<file path="config.mk">
export PLATFORM = sky130hd
export DESIGN_NAME = fetch_pc_ctrl_flat
export DESIGN_NICKNAME = d
export VERILOG_FILES = /design/src/rtl/fetch_pc_ctrl_if.sv /design/src/rtl/fetch_pc_ctrl.sv /design/src/flat_wrapper.sv
export SDC_FILE = /design/constraint.sdc
export NUM_CORES = 1
export LEC_CHECK = 0
export ABC_AREA = 1
export BUFFER_PORTS_ARGS = -buffer_cell sky130_fd_sc_hd__buf_2
export CORE_MARGIN = 4
export CORE_UTILIZATION = 34
export CTS_BUF_LIST = sky130_fd_sc_hd__clkbuf_4
export DETAILED_ROUTE_END_ITERATION = 12
export GPL_TIMING_DRIVEN = 0
export PLACE_DENSITY = 0.5
export SYNTH_ARGS = -nofsm -noshare
export SYNTH_HDL_FRONTEND = slang
export SYNTH_SLANG_ARGS = --single-unit
</file>
<file path="constraint.sdc">
create_clock -name clk -period 5.7 [get_ports clk]
set_input_delay 0.285 -clock clk [delete_from_list [all_inputs] [get_ports clk]]
set_output_delay 0.285 -clock clk [all_outputs]
set_load 0.05 [all_outputs]
</file>
<file path="src/rtl/fetch_pc_ctrl_if.sv">
// Fetch-side bundle: PC to IMEM/predictor, predictor answer, EX resolution, predictor update.
// Optional perf counters are present only when FETCH_PERF_CNT_EN is defined.
interface fetch_pc_ctrl_if;
    logic        id_stall;
    logic [31:0] fetch_pc;
    logic        fetch_valid;
    logic        predict_en;
    logic [31:0] bp_new_pc;
    logic        bp_jump;
    logic        ex_valid;
    logic        ex_is_branch;
    logic        ex_taken;
    logic [31:0] ex_target;
    logic        flush;
    logic        upd_en;
    logic [31:0] upd_addr;
    logic        upd_jumpinst;
    logic        upd_jump;
    logic        upd_predfail;
    logic [31:0] upd_target;
    logic        q_err;
`ifdef FETCH_PERF_CNT_EN
    logic [31:0] perf_branch_cnt;
    logic [31:0] perf_mispred_cnt;
`endif

    modport master (
        input  id_stall, bp_new_pc, bp_jump, ex_valid, ex_is_branch, ex_taken, ex_target,
        output fetch_pc, fetch_valid, predict_en, flush,
               upd_en, upd_addr, upd_jumpinst, upd_jump, upd_predfail, upd_target, q_err
`ifdef FETCH_PERF_CNT_EN
        , output perf_branch_cnt, perf_mispred_cnt
`endif
    );

    modport slave (
        output id_stall, bp_new_pc, bp_jump, ex_valid, ex_is_branch, ex_taken, ex_target,
        input  fetch_pc, fetch_valid, predict_en, flush,
               upd_en, upd_addr, upd_jumpinst, upd_jump, upd_predfail, upd_target, q_err
`ifdef FETCH_PERF_CNT_EN
        , input perf_branch_cnt, perf_mispred_cnt
`endif
    );
endinterface

</file>
<file path="src/rtl/fetch_pc_ctrl.sv">
// Fetch PC generator with in-flight prediction queue; predictor update is 1 cycle after EX pop,
// redirect/flush on mispredict; fetch stalls on id_stall or full queue. Option: FETCH_PERF_CNT_EN.
module fetch_pc_ctrl #(
    parameter logic [31:0] RESET_PC = 32'h0000_0000,
    parameter int          DEPTH    = 4,
    parameter int          PTR_W    = 2
) (
    input  logic           clk,
    input  logic           reset,
    fetch_pc_ctrl_if.master bus
);
    localparam logic [PTR_W:0]   L_FULL    = (PTR_W+1)'(DEPTH);
    localparam logic [PTR_W:0]   L_CNT_ONE = (PTR_W+1)'(1);
    localparam logic [PTR_W-1:0] L_PTR_ONE = PTR_W'(1);

    // The predicted direction is implied by pred_next, so only pc and pred_next are kept.
    logic [31:0]      r_q_pc   [DEPTH];
    logic [31:0]      r_q_next [DEPTH];

    logic [31:0]      r_pc;
    logic [PTR_W-1:0] r_head;
    logic [PTR_W-1:0] r_tail;
    logic [PTR_W:0]   r_count;
    logic             r_flush;
    logic             r_upd_en;
    logic [31:0]      r_upd_addr;
    logic             r_upd_jumpinst;
    logic             r_upd_jump;
    logic             r_upd_predfail;
    logic [31:0]      r_upd_target;
    logic             r_q_err;

    logic             w_pop;
    logic             w_fetch_valid;
    logic             w_fire;
    logic [31:0]      w_head_pc;
    logic [31:0]      w_head_next;
    logic [31:0]      w_actual_next;
    logic             w_mispred;

    assign w_pop         = bus.ex_valid & (r_count != '0);
    assign w_fetch_valid = ~reset & ~r_flush & ((r_count != L_FULL) | w_pop);
    assign w_fire        = w_fetch_valid & ~bus.id_stall;
    assign w_head_pc     = r_q_pc[r_head];
    assign w_head_next   = r_q_next[r_head];
    assign w_actual_next = (bus.ex_is_branch & bus.ex_taken) ? bus.ex_target : w_head_pc + 32'd4;
    assign w_mispred     = w_pop & (w_actual_next != w_head_next);

    always_ff @(posedge clk) begin
        if (w_fire) begin
            r_q_pc[r_tail]   <= r_pc;
            r_q_next[r_tail] <= bus.bp_new_pc;
        end
    end

    always_ff @(posedge clk or posedge reset) begin
        if (reset) begin
            r_pc    <= RESET_PC;
            r_head  <= '0;
            r_tail  <= '0;
            r_count <= '0;
            r_flush <= 1'b0;
        end else begin
            r_flush <= w_mispred;
            if (w_mispred) begin
                // Redirect wins over any same-cycle push; everything in flight is wrong-path.
                r_pc    <= w_actual_next;
                r_head  <= r_tail;
                r_count <= '0;
            end else begin
                if (w_fire) begin
                    r_pc   <= bus.bp_new_pc;
                    r_tail <= r_tail + L_PTR_ONE;
                end
                if (w_pop) begin
                    r_head <= r_head + L_PTR_ONE;
                end
                if (w_fire && !w_pop) begin
                    r_count <= r_count + L_CNT_ONE;
                end else if (!w_fire && w_pop) begin
                    r_count <= r_count - L_CNT_ONE;
                end
            end
        end
    end

    always_ff @(posedge clk or posedge reset) begin
        if (reset) begin
            r_upd_en       <= 1'b0;
            r_upd_addr     <= '0;
            r_upd_jumpinst <= 1'b0;
            r_upd_jump     <= 1'b0;
            r_upd_predfail <= 1'b0;
            r_upd_target   <= '0;
            r_q_err        <= 1'b0;
        end else begin
            r_upd_en       <= w_pop;
            r_upd_addr     <= w_pop ? w_head_pc : '0;
            r_upd_jumpinst <= w_pop & bus.ex_is_branch;
            r_upd_jump     <= w_pop & bus.ex_is_branch & bus.ex_taken;
            r_upd_predfail <= w_mispred;
            r_upd_target   <= w_pop ? bus.ex_target : '0;
            r_q_err        <= r_q_err | (bus.ex_valid & (r_count == '0));
        end
    end

`ifdef FETCH_PERF_CNT_EN
    logic [31:0] r_perf_branch_cnt;
    logic [31:0] r_perf_mispred_cnt;

    always_ff @(posedge clk or posedge reset) begin
        if (reset) begin
            r_perf_branch_cnt  <= '0;
            r_perf_mispred_cnt <= '0;
        end else begin
            if (w_pop & bus.ex_is_branch) r_perf_branch_cnt  <= r_perf_branch_cnt + 32'd1;
            if (w_mispred)                r_perf_mispred_cnt <= r_perf_mispred_cnt + 32'd1;
        end
    end

    assign bus.perf_branch_cnt  = r_perf_branch_cnt;
    assign bus.perf_mispred_cnt = r_perf_mispred_cnt;
`endif

    assign bus.fetch_pc     = r_pc;
    assign bus.fetch_valid  = w_fetch_valid;
    assign bus.predict_en   = w_fire;
    assign bus.flush        = r_flush;
    assign bus.upd_en       = r_upd_en;
    assign bus.upd_addr     = r_upd_addr;
    assign bus.upd_jumpinst = r_upd_jumpinst;
    assign bus.upd_jump     = r_upd_jump;
    assign bus.upd_predfail = r_upd_predfail;
    assign bus.upd_target   = r_upd_target;
    assign bus.q_err        = r_q_err;
endmodule

</file>
<file path="src/flat_wrapper.sv">
// flat-port wrapper written by rule: the top's interface ports become plain ports
module fetch_pc_ctrl_flat 
#(
    parameter logic [31:0] RESET_PC = 32'h0000_0000,
    parameter int          DEPTH    = 4,
    parameter int          PTR_W    = 2
)
  (clk, reset, bus_id_stall, bus_bp_new_pc, bus_bp_jump, bus_ex_valid, bus_ex_is_branch, bus_ex_taken, bus_ex_target, bus_fetch_pc, bus_fetch_valid, bus_predict_en, bus_flush, bus_upd_en, bus_upd_addr, bus_upd_jumpinst, bus_upd_jump, bus_upd_predfail, bus_upd_target, bus_q_err);
  fetch_pc_ctrl_if bus_i ();
  input  logic clk;
  input  logic reset;
  input wire logic [$bits(bus_i.id_stall)-1:0] bus_id_stall;
  input wire logic [$bits(bus_i.bp_new_pc)-1:0] bus_bp_new_pc;
  input wire logic [$bits(bus_i.bp_jump)-1:0] bus_bp_jump;
  input wire logic [$bits(bus_i.ex_valid)-1:0] bus_ex_valid;
  input wire logic [$bits(bus_i.ex_is_branch)-1:0] bus_ex_is_branch;
  input wire logic [$bits(bus_i.ex_taken)-1:0] bus_ex_taken;
  input wire logic [$bits(bus_i.ex_target)-1:0] bus_ex_target;
  output wire logic [$bits(bus_i.fetch_pc)-1:0] bus_fetch_pc;
  output wire logic [$bits(bus_i.fetch_valid)-1:0] bus_fetch_valid;
  output wire logic [$bits(bus_i.predict_en)-1:0] bus_predict_en;
  output wire logic [$bits(bus_i.flush)-1:0] bus_flush;
  output wire logic [$bits(bus_i.upd_en)-1:0] bus_upd_en;
  output wire logic [$bits(bus_i.upd_addr)-1:0] bus_upd_addr;
  output wire logic [$bits(bus_i.upd_jumpinst)-1:0] bus_upd_jumpinst;
  output wire logic [$bits(bus_i.upd_jump)-1:0] bus_upd_jump;
  output wire logic [$bits(bus_i.upd_predfail)-1:0] bus_upd_predfail;
  output wire logic [$bits(bus_i.upd_target)-1:0] bus_upd_target;
  output wire logic [$bits(bus_i.q_err)-1:0] bus_q_err;
  assign bus_i.id_stall = bus_id_stall;
  assign bus_i.bp_new_pc = bus_bp_new_pc;
  assign bus_i.bp_jump = bus_bp_jump;
  assign bus_i.ex_valid = bus_ex_valid;
  assign bus_i.ex_is_branch = bus_ex_is_branch;
  assign bus_i.ex_taken = bus_ex_taken;
  assign bus_i.ex_target = bus_ex_target;
  assign bus_fetch_pc = bus_i.fetch_pc;
  assign bus_fetch_valid = bus_i.fetch_valid;
  assign bus_predict_en = bus_i.predict_en;
  assign bus_flush = bus_i.flush;
  assign bus_upd_en = bus_i.upd_en;
  assign bus_upd_addr = bus_i.upd_addr;
  assign bus_upd_jumpinst = bus_i.upd_jumpinst;
  assign bus_upd_jump = bus_i.upd_jump;
  assign bus_upd_predfail = bus_i.upd_predfail;
  assign bus_upd_target = bus_i.upd_target;
  assign bus_q_err = bus_i.q_err;
  fetch_pc_ctrl #(.RESET_PC(RESET_PC), .DEPTH(DEPTH), .PTR_W(PTR_W)) u_core (.clk(clk), .reset(reset), .bus(bus_i));
endmodule
</file>
==> results of run 1 <==
-- cells in the mapped netlist (2+ instances only) --
cell type	count
clkinv_1	2
nand3_2	11
nand3_1	204
buf_6	6
dfrtp_1	108
clkbuf_1	29
o21ai_0	70
nand2_2	14
nand4_1	24
edfxtp_1	256
inv_1	201
nor2_1	226
nor3_1	3
o21ai_1	7
nor2_2	10
o22ai_1	14
buf_2	22
o211ai_1	3
a32oi_1	2
xor2_1	3
nor2_4	3
nand2_1	441
inv_2	7
ha_1	6
a21oi_1	9
nand3b_1	21
buf_1	10
buf_4	8
and2_1	2
-- metal layers --
metal	vias up	routed length, µm
li1	6442	-
met1	6267	24480
met2	387	25290
met3	95	3004
met4	0	1631
met5	-	0
-- path summary, 6_finish.rpt --
check | cells past startpoint | to | from
min reg2reg | 1 | u_core.bus.q_err$_DFF_PP0_ | u_core.bus.q_err$_DFF_PP0_
max | 14 | u_core.bus.fetch_pc[1]$_DFFE_PP0P_ | u_core.r_head[1]$_DFFE_PP0P_
max in group asynchronous | 5 | u_core.bus.upd_addr[2]$_DFF_PP0_ | reset
max reg2reg | 14 | u_core.bus.fetch_pc[1]$_DFFE_PP0P_ | u_core.r_head[1]$_DFFE_PP0P_
min in group asynchronous | 4 | u_core.bus.upd_target[31]$_DFF_PP0_ | reset
min | 5 | u_core.bus.fetch_pc[3]$_DFFE_PP0P_ | bus_ex_taken
-- power by group --
part	internal (µW)	switching [µW]	total (µW)
combinational	1250	3580	4830
clock	1300	1110	2410
sequential	3410	326	3730
total	5950	5020	11000
-- worst min-delay path, cell delays in order --
cell and delay (ps):
buf_2 100, nand2_1 120, o21ai_0 220, nand3_1 150
nand3_1 80
-- metrics by stage --
step	power [µW]	worst slack (ps)	instance area (µm²)	hold slack (ps)
after floorplan	6944	329.1	16470	383.9
after global placement	8505	-3888	18100	459.2
after detailed placement	8578	1705	18390	349.6
after CTS	11060	1682	20400	93.60
after global routing	11710	1430	20400	161.9
final	10970	1668	20400	208.5
-- registers in the layout, indices dropped and copies added, names as in the netlist --
register / count
u_core.bus.upd_en: 1
u_core.r_q_pc: 128
u_core.bus.flush: 1
u_core.r_tail: 2
u_core.bus.upd_target: 32
u_core.r_q_next: 128
u_core.bus.upd_addr: 32
u_core.bus.q_err: 1
u_core.r_head: 2
u_core.bus.upd_jumpinst: 1
u_core.r_count: 3
u_core.bus.fetch_pc: 32
u_core.bus.upd_jump: 1
-- kinds of logic after synthesis --
logic type	Yosys count	share of synthesized area
and+or+nand+nor	961	0.2533
DFF	364	0.6310
buffers and inverters	287	0.07333
AOI/OAI and AO/OA	106	0.03435
adders and majority gates	7	0.005775
xor gates and xnor gates	3	0.001596
muxes	1	0.0006079
-- timing repair --
item / in CTS / in global routing
setup endpoints to repair: 0 / 0
hold buffers: 69 / 0
buffers inserted: 0 / 0
hold endpoints to repair: 304 / 0
-- area by class of cell --
type                       instances  area (µm²)
sequential                       364       10390
timing repair buffer             254        1807
clock buffer                     165        1239
multi-input combinational       1078        4905
tap                              615       769.5
inverter                         210       793.3
fill                            4766       27450
buffer                            77       419.2
antenna                            2       5.005
clock inverter                    19       73.82
==> flow_summary.yaml, run 1 <==
logic_synthesis:
  syn_inst: 1729
  ys_warn_count: 0
  async_flop_share: 0.2967
  yosys.area.top_type: "edfxtp_1"
  synthTopCellsByArea: "edfxtp_1 (47%), dfrtp_1 (16%), nand2_1 (10%)"
  ys_seq_area_frac: 0.6310
  yosys_most_used_dff: "edfxtp_1"
  avgSynthCellArea_um2: 9.523
  yosysUniqueCellTypes: 36
  synth_nets: 1807
  synth_edf_count: 256
  post_synth_instance_area_um2: 16470
  ys_seq_elements: 364
  synth_top_cell_area_share: 0.4669
timing:
  tightestPinTransition_ps: 971.0
  slew_headroom: 0.3526
  tns_ps: 0
  fin_crit_sh: 0.7074
  hold_viol: 0
  slew_viol_final: 0
  setup_viol: 0
  skew_ps: 39.98
  grt_setup_unrepaired: "no"
  fmax_ghz: 0.2480
  min_period_ps: 4032
grt:
  grt_pass1_vias: 13230
  grt_util_met3: 0.04391
  antenna_found_initial: 1
  grt_first_pass_wirelength_mm: 82.25
  grt_max_degree: 70
  grt_util_met1: 0.2800
  grt.busiest_layer: "met2"
  grt_util_all_layers: 0.2083
  use_met2: 0.3321
  grt.overflow.total: 0
floorplanning:
  start_util: 0.3441
  chipWidth_um: 228.1
  core_um2: 47850
  die-area_um2: 52010
  die_y_um: 228.1
  row_count: 80
  io_pins: 175
placed_design:
  finalWeightedCongestion: 0.8861
  hpwl_mm: 39.40
  dpl.cell_count: 2529
  portBuffers: 173
critical_path:
  slowest_delay_ps: 680
  arrival_ps: 4760
  path_delay_family: "buffers and inverters"
  critPathSlowestCell: "buf_1"
  critPathBufInv: 4
  critPathRequiredTime_ps: 6430
  crit_path_max_fanout: 10
  crit_chain: "buf_2, buf_1, clkbuf_1, o21ai_0, o22ai_1, nor2_1, nor3_1, nand3_1, nor2_1, nand3_2, nand2_4, buf_2, nand3_1, nand3_1"
  path_class: "flip-flop to flip-flop"
  startpoint_type: "flip-flop"
  crit_top_cell: "nand3_1"
  critPathCaptureType: "flip-flop"
  reg2reg_slack_ps: 1670
final_layout:
  fin_cells: 2784
  drive_above_1_share: 0.2044
  utilization: 0.4264
  layout_commonest_cell: "nand2_1"
  area_growth_pct: 23.90
  final_nets: 2163
  layout_common_cells: "nand2_1 (441), edfxtp_1 (256), nor2_1 (222)"
routing:
  drc: 0
  drtPass1Iterations: 5
  wl_per_cell_um: 19.54
  routed_wl_mm: 54.41
  drt_iter0_drc: 1055
  num_vias: 13190
  ant_nets: 0
  viasPerCell: 4.738
pwr:
  peakVddDrop_uv: 213.4
  p_leak_uw: 0.009321
  power.density_nw_per_um2: 537.9
clock_network:
  cts_sinks: 364
  numCtsBuffers: 100
  insertion_delay_ps: 820
  cts_resized: 0
  cts_buffer_depth: 3
  cts_root_buf: "clkbuf_4"
  clkTransAtPathRegs_ps: 70
  cts_tree: "done"
  htree_num_levels: 3
flow_run:
  drv_cap: 0
run_status:
  status: "finished clean"
worst_hold_path:
  hp-class: "input pin to flip-flop"
Note: power is estimated with default switching activity, not from simulation.
==> inputs of run 2 (changes only) <==
--- a/config.mk
+++ b/config.mk
@@ -12,7 +12,7 @@
 export CTS_BUF_LIST = sky130_fd_sc_hd__clkbuf_4
 export DETAILED_ROUTE_END_ITERATION = 12
 export GPL_TIMING_DRIVEN = 0
-export PLACE_DENSITY = 0.5
+export PLACE_DENSITY = 0.52
 export SYNTH_ARGS = -nofsm -noshare
 export SYNTH_HDL_FRONTEND = slang
 export SYNTH_SLANG_ARGS = --single-unit
==> constraint.sdc (replaced) <==
create_clock -name clk -period 3.67 [get_ports clk]
set_input_delay 0.1835 -clock clk [delete_from_list [all_inputs] [get_ports clk]]
set_output_delay 0.1835 -clock clk [all_outputs]
set_load 0.05 [all_outputs]
==> flow_summary.yaml, run 2 (same netlist as run 1, synthesis figures left out) <==
run_status:
  status: "finished clean"
routing:
  viasPerCell: 4.776
  drc: 0
  routed_wl_mm: 53.86
  ant_nets: 0
  wl_per_cell_um: 19.28
  drt_iter0_drc: 1115
  drtPass1Iterations: 6
  num_vias: 13340
final_layout:
  fillers: 4682
  utilization: 0.4356
  area_growth_pct: 26.57
  multi_input_area_um2: 5086
  fin_area_um2: 20840
  layout_commonest_cell: "nand2_1"
  fin_cells: 2793
  layout_common_cells: "nand2_1 (427), edfxtp_1 (256), nor2_1 (212)"
  drive_above_1_share: 0.2269
  final_nets: 2172
  ff_latch_area_um2: 10390
  top_regs: "u_core.r_q_next: 128 flops, u_core.r_q_pc: 128 flops"
critical_path:
  critPathSlowestCell: "clkbuf_1"
  critPathRequiredTime_ps: 4410
  critPathCaptureType: "flip-flop"
  arrival_ps: 4280
  slowest_delay_ps: 530
  critPathBufInv: 4
  path_delay_family: "buffers and inverters"
  crit_top_cell: "nand3_1"
  startpoint_type: "flip-flop"
  timing.rr.end: "u_core.bus.fetch_pc[6]$_DFFE_PP0P_"
  rr_startpoint: "u_core.r_head[1]$_DFFE_PP0P_"
  crit_chain: "buf_2, buf_2, clkbuf_1, o21ai_0, o22ai_2, nor2_1, nor3_1, nand3_1, nor2_4, nand3_4, nand2_8, buf_4, nand3_1, nand3_1"
  reg2reg_depth: 14
  reg2reg_slack_ps: 130
  crit_path_max_fanout: 10
  path_class: "flip-flop to flip-flop"
floorplanning:
  die-area_um2: 52010
  start_util: 0.3441
  io_pins: 175
  chipWidth_um: 228.1
  row_count: 80
  core_um2: 47850
  die_y_um: 228.1
grt:
  antenna_found_initial: 1
  grt_max_degree: 70
  grt.overflow.total: 0
  grt_pass1_vias: 13270
  grt_first_pass_wirelength_mm: 80.30
  grt_util_all_layers: 0.2035
worst_hold_path:
  min_path_cells: 5
  min_from: "bus_ex_taken"
  hp-class: "input pin to flip-flop"
  min_to: "u_core.bus.fetch_pc[3]$_DFFE_PP0P_"
clock_network:
  cts_root_buf: "clkbuf_4"
  htree_num_levels: 3
  cts_sinks: 364
  cts_buffer_depth: 3
  insertion_delay_ps: 840
  cts_tree: "done"
  numCtsBuffers: 98
  clkTransAtPathRegs_ps: 70
timing:
  slew_headroom: 0.3351
  tns_ps: 0
  tightestPinTransition_ps: 997.3
  setup_slack_ps: 131.3
  fmax_ghz: 0.2826
  slew_viol_final: 0
  min_period_ps: 3539
  setup_viol: 0
  skew_ps: 75.20
  hold_viol: 0
  fin_crit_sh: 0.9642
pwr:
  swShare: 0.4525
  p_clk_frac: 0.223
  power.density_nw_per_um2: 839.7
  p_leak_uw: 0.009496
  peakVddDrop_uv: 366.3
  p_sw_uw: 7920
  seqPwrFrac: 0.330
  p_int_uw: 9581
  combPwrFrac: 0.447
placed_design:
  dpl.cell_count: 2529
  hpwl_mm: 39.10
  portBuffers: 173
  finalWeightedCongestion: 0.9192
  placed_area_um2: 18400
  dpl_worst_slack_ps: -340.7
flow_run:
  drv_cap: 0
## run 2: timing repair
action                     4_1_cts  5_1_grt
hold buffers                    70        0
pin swaps                        1       13
setup endpoints to repair       39       40
buffers inserted                 0        9
hold endpoints to repair       304        0
cloned                           0        1
resized for setup               23       73
## run 2: final cells by class
class                   instances  area share
repair buffers                265     0.09215
inverters                     210     0.03824
well taps                     615     0.03692
flip-flops and latches        364      0.4985
clock buffers                 154     0.05547
clock inverters                29     0.01045
multi-input cells            1078      0.2440
diodes                          1   0.0001201
plain buffers                  77     0.02407
## run 2: power by group through the flow
stage / Clock [µW] / Sequential [µW] / Combinational [µW]
after detailed placement: 0 / 5860 / 7440
after CTS: 4020 / 5780 / 7580
after floorplan: 0 / 7050 / 3730
after global placement: 0 / 5860 / 7310
final: 3900 / 5780 / 7820
after global routing: 4250 / 5850 / 8520
## run 2: metal layers
| metal | track usage | vias to the layer above | share of wire |
|---|---|---|---|
| li1 | - | 6474 | - |
| met1 | 0.2715 | 6328 | 0.44 |
| met2 | 0.3243 | 432 | 0.46 |
| met3 | 0.04167 | 104 | 0.057 |
| met4 | 0.08630 | 0 | 0.035 |
| met5 | 0 | - | 0 |
## run 2: how the worst max path moves through the flow
stage / startpoint / end / slack [ps] / cells after the start
after floorplan: u_core.bus.flush$_DFF_PP0_ / u_core.r_q_next[0][0]$_DFFE_PP_ / -640 / 4
after global placement: u_core.r_count[1]$_DFFE_PP0P_ / u_core.r_q_pc[1][19]$_DFFE_PP_ / -3960 / 7
after detailed placement: u_core.r_head[1]$_DFFE_PP0P_ / u_core.bus.fetch_pc[0]$_DFFE_PP0P_ / -340 / 13
after CTS: u_core.r_head[0]$_DFFE_PP0P_ / u_core.bus.fetch_pc[4]$_DFFE_PP0P_ / 10 / 26
after global routing: u_core.r_head[1]$_DFFE_PP0P_ / u_core.bus.fetch_pc[6]$_DFFE_PP0P_ / -20 / 15
final: u_core.r_head[1]$_DFFE_PP0P_ / u_core.bus.fetch_pc[6]$_DFFE_PP0P_ / 130 / 14
## run 2: per-stage QoR
stage               total power, µW  hold slack (ps)
floorplan                     10780            282.4
global placement              13170            408.5
detailed placement            13300            242.5
CTS                           17380            15.71
global route                  18630            91.48
finish                        17500            112.3
## run 2: tightest hold or removal path: stages
cell and delay, ps:
buf_2 90, nand2_1 120, o21ai_0 240, nand3_1 150, nand3_1 70
==> inputs of run 3 (changes only) <==
--- a/config.mk
+++ b/config.mk
@@ -12,7 +12,7 @@
 export CTS_BUF_LIST = sky130_fd_sc_hd__clkbuf_4
 export DETAILED_ROUTE_END_ITERATION = 12
 export GPL_TIMING_DRIVEN = 0
-export PLACE_DENSITY = 0.52
+export PLACE_DENSITY = 0.5
 export SYNTH_ARGS = -nofsm -noshare
 export SYNTH_HDL_FRONTEND = slang
 export SYNTH_SLANG_ARGS = --single-unit
==> constraint.sdc (replaced) <==
create_clock -name clk -period 3.54 [get_ports clk]
set_input_delay 0.177 -clock clk [delete_from_list [all_inputs] [get_ports clk]]
set_output_delay 0.177 -clock clk [all_outputs]
set_load 0.05 [all_outputs]
==> flow_summary.yaml, run 3 (same netlist as run 1, synthesis figures left out) <==
clock_network:
  numCtsBuffers: 97
  insertion_delay_ps: 840
  cts_buffer_depth: 3
  cts_root_buf: "clkbuf_4"
  cts_tree: "done"
  htree_num_levels: 3
  cts_sinks: 364
  clkTransAtPathRegs_ps: 70
placed_design:
  finalWeightedCongestion: 0.8954
  portBuffers: 173
  hpwl_mm: 39.10
critical_path:
  arrival_ps: 4090
  critPathCaptureType: "flip-flop"
  crit_path_max_fanout: 10
  path_class: "flip-flop to flip-flop"
  critPathRequiredTime_ps: 4260
  rr_startpoint: "u_core.r_head[0]$_DFFE_PP0P_"
  timing.rr.end: "u_core.bus.fetch_pc[5]$_DFFE_PP0P_"
  reg2reg_slack_ps: 180
  reg2reg_depth: 24
  startpoint_type: "flip-flop"
pwr:
  peakVddDrop_uv: 323.8
  power.density_nw_per_um2: 866.3
  finalPower_uw: 18440
  p_leak_uw: 0.009664
floorplanning:
  start_util: 0.3441
  die_y_um: 228.1
  chipWidth_um: 228.1
  row_count: 80
  io_pins: 175
  die-area_um2: 52010
  core_um2: 47850
worst_hold_path:
  min_to: "u_core.r_q_next[1][28]$_DFFE_PP_"
  min_path_cells: 2
  min_from: "bus_bp_new_pc[28]"
  hp-class: "input pin to flip-flop"
final_layout:
  area_growth_pct: 29.26
  layout_common_cells: "nand2_1 (383), edfxtp_1 (256), nor2_1 (202)"
  drive_above_1_share: 0.2602
  layout_commonest_cell: "nand2_1"
  final_nets: 2189
  top_regs: "u_core.r_q_next: 128 flops, u_core.r_q_pc: 128 flops"
  utilization: 0.4448
timing:
  slew_viol_final: 0
  grt_setup_unrepaired: "yes"
  fmax_ghz: 0.2973
  min_period_ps: 3364
  tightestPinTransition_ps: 953.0
  slew_headroom: 0.3647
  hold_viol: 0
  setup_viol: 0
  skew_ps: 68.16
  fin_crit_sh: 0.9502
grt:
  grt_first_pass_wirelength_mm: 80.33
  grt_max_degree: 95
  antenna_found_initial: 2
  grt_pass1_vias: 13060
  grt.overflow.total: 0
  grt_util_all_layers: 0.2040
routing:
  drt_iter0_drc: 950
  num_vias: 13380
  drtPass1Iterations: 6
  viasPerCell: 4.767
  ant_nets: 0
  drc: 0
  routed_wl_mm: 54.62
  wl_per_cell_um: 19.46
flow_run:
  drv_cap: 0
run_status:
  status: "finished clean"
## run 3: cell types whose count changed in the layout (fill, tap and decap cells not counted), moves of 3 or more
cell,previous run,this run
buf_4,23,32
clkbuf_16,1,4
clkbuf_4,157,144
clkinv_1,21,28
clkinv_2,3,9
nand2_1,427,383
nand2_2,26,59
nand2_4,2,13
nand3_1,200,190
nand3_2,13,22
nor2_1,212,202
nor2_2,11,18
nor2_4,16,20
## run 3: where the power goes
group / switching, µW / internal (µW) / total [µW]
clock: 1810 / 1950 / 3760
sequential: 523 / 5480 / 6000
combinational: 6150 / 2520 / 8670
total: 8480 / 9960 / 18400
## run 3: per-stage QoR
step                instances  hold slack (ps)  setup TNS [ps]  area, µm²  setup WS [ps]
floorplan                1729            275.9               0      16500          246.5
global placement         2517            410.0         -526310      18140          -1520
detailed placement       2528            139.5         -136100      18400         -637.9
CTS                      2780            17.84               0      20510         0.8442
global route             2807            68.36          -475.8      21280         -44.75
finish                   2807            122.8               0      21280          176.3
## run 3: area by class of cell
| cell class | count | area (µm²) |
|---|---|---|
| Fill cell | 4662 | 26560 |
| Timing Repair Buffer | 282 | 2105 |
| Clock inverter | 41 | 224.0 |
| Inverter | 210 | 805.8 |
| Multi-Input combinational cell | 1079 | 5381 |
| Tap cell | 615 | 769.5 |
| Buffer | 77 | 569.3 |
| Sequential cell | 364 | 10390 |
| Antenna cell | 1 | 2.502 |
| Clock buffer | 138 | 1036 |
## run 3: worst max path at each step
stage,start,end,slack (ps)
after floorplan,u_core.bus.flush$_DFF_PP0_,u_core.r_q_next[0][0]$_DFFE_PP_,250
after global placement,u_core.r_count[1]$_DFFE_PP0P_,u_core.r_q_pc[0][21]$_DFFE_PP_,-1520
final,u_core.r_head[0]$_DFFE_PP0P_,u_core.bus.fetch_pc[5]$_DFFE_PP0P_,180
after CTS,u_core.r_head[1]$_DFFE_PP0P_,u_core.bus.fetch_pc[0]$_DFFE_PP0P_,0.8
after detailed placement,u_core.r_count[0]$_DFFE_PP0P_,u_core.r_q_next[0][20]$_DFFE_PP_,-640
after global routing,u_core.r_head[0]$_DFFE_PP0P_,u_core.bus.fetch_pc[1]$_DFFE_PP0P_,-40
## run 3: per-layer routing
metal / vias to the layer above / global-route usage / routed length [µm]
met5: - / 0 / 0
met2: 409 / 0.3258 / 25410
li1: 6489 / - / -
met3: 91 / 0.04416 / 3473
met4: 0 / 0.07903 / 1608
met1: 6393 / 0.2731 / 24130
## run 3: what timing repair did
action / in CTS / in global routing
gates cloned: 0 / 5
endpoints found under the hold margin: 304 / 0
gates resized for setup: 44 / 154
pin swaps: 6 / 38
hold buffers: 70 / 0
setup endpoints to repair: 296 / 156
buffers inserted: 3 / 21
## run 3: critical path, cell delays in order (launching register included)
cell and delay (ps):
dfrtp_1 380, buf_6 150, buf_12 150, nand2_1 80, nand3_1 90, nand2_2 150, nand2_2 110, nor2_2 170
nand2_4 130, nor2_4 210, buf_4 170, inv_2 40, nand2_1 50, nand3_1 110, nand3_1 140, nand2_1 60
nor2_1 110, nand3_1 120, nor2_4 140, nand3_4 140, nand2_8 130, buf_12 140, clkbuf_16 150, nand3_2 60
nand3_2 70
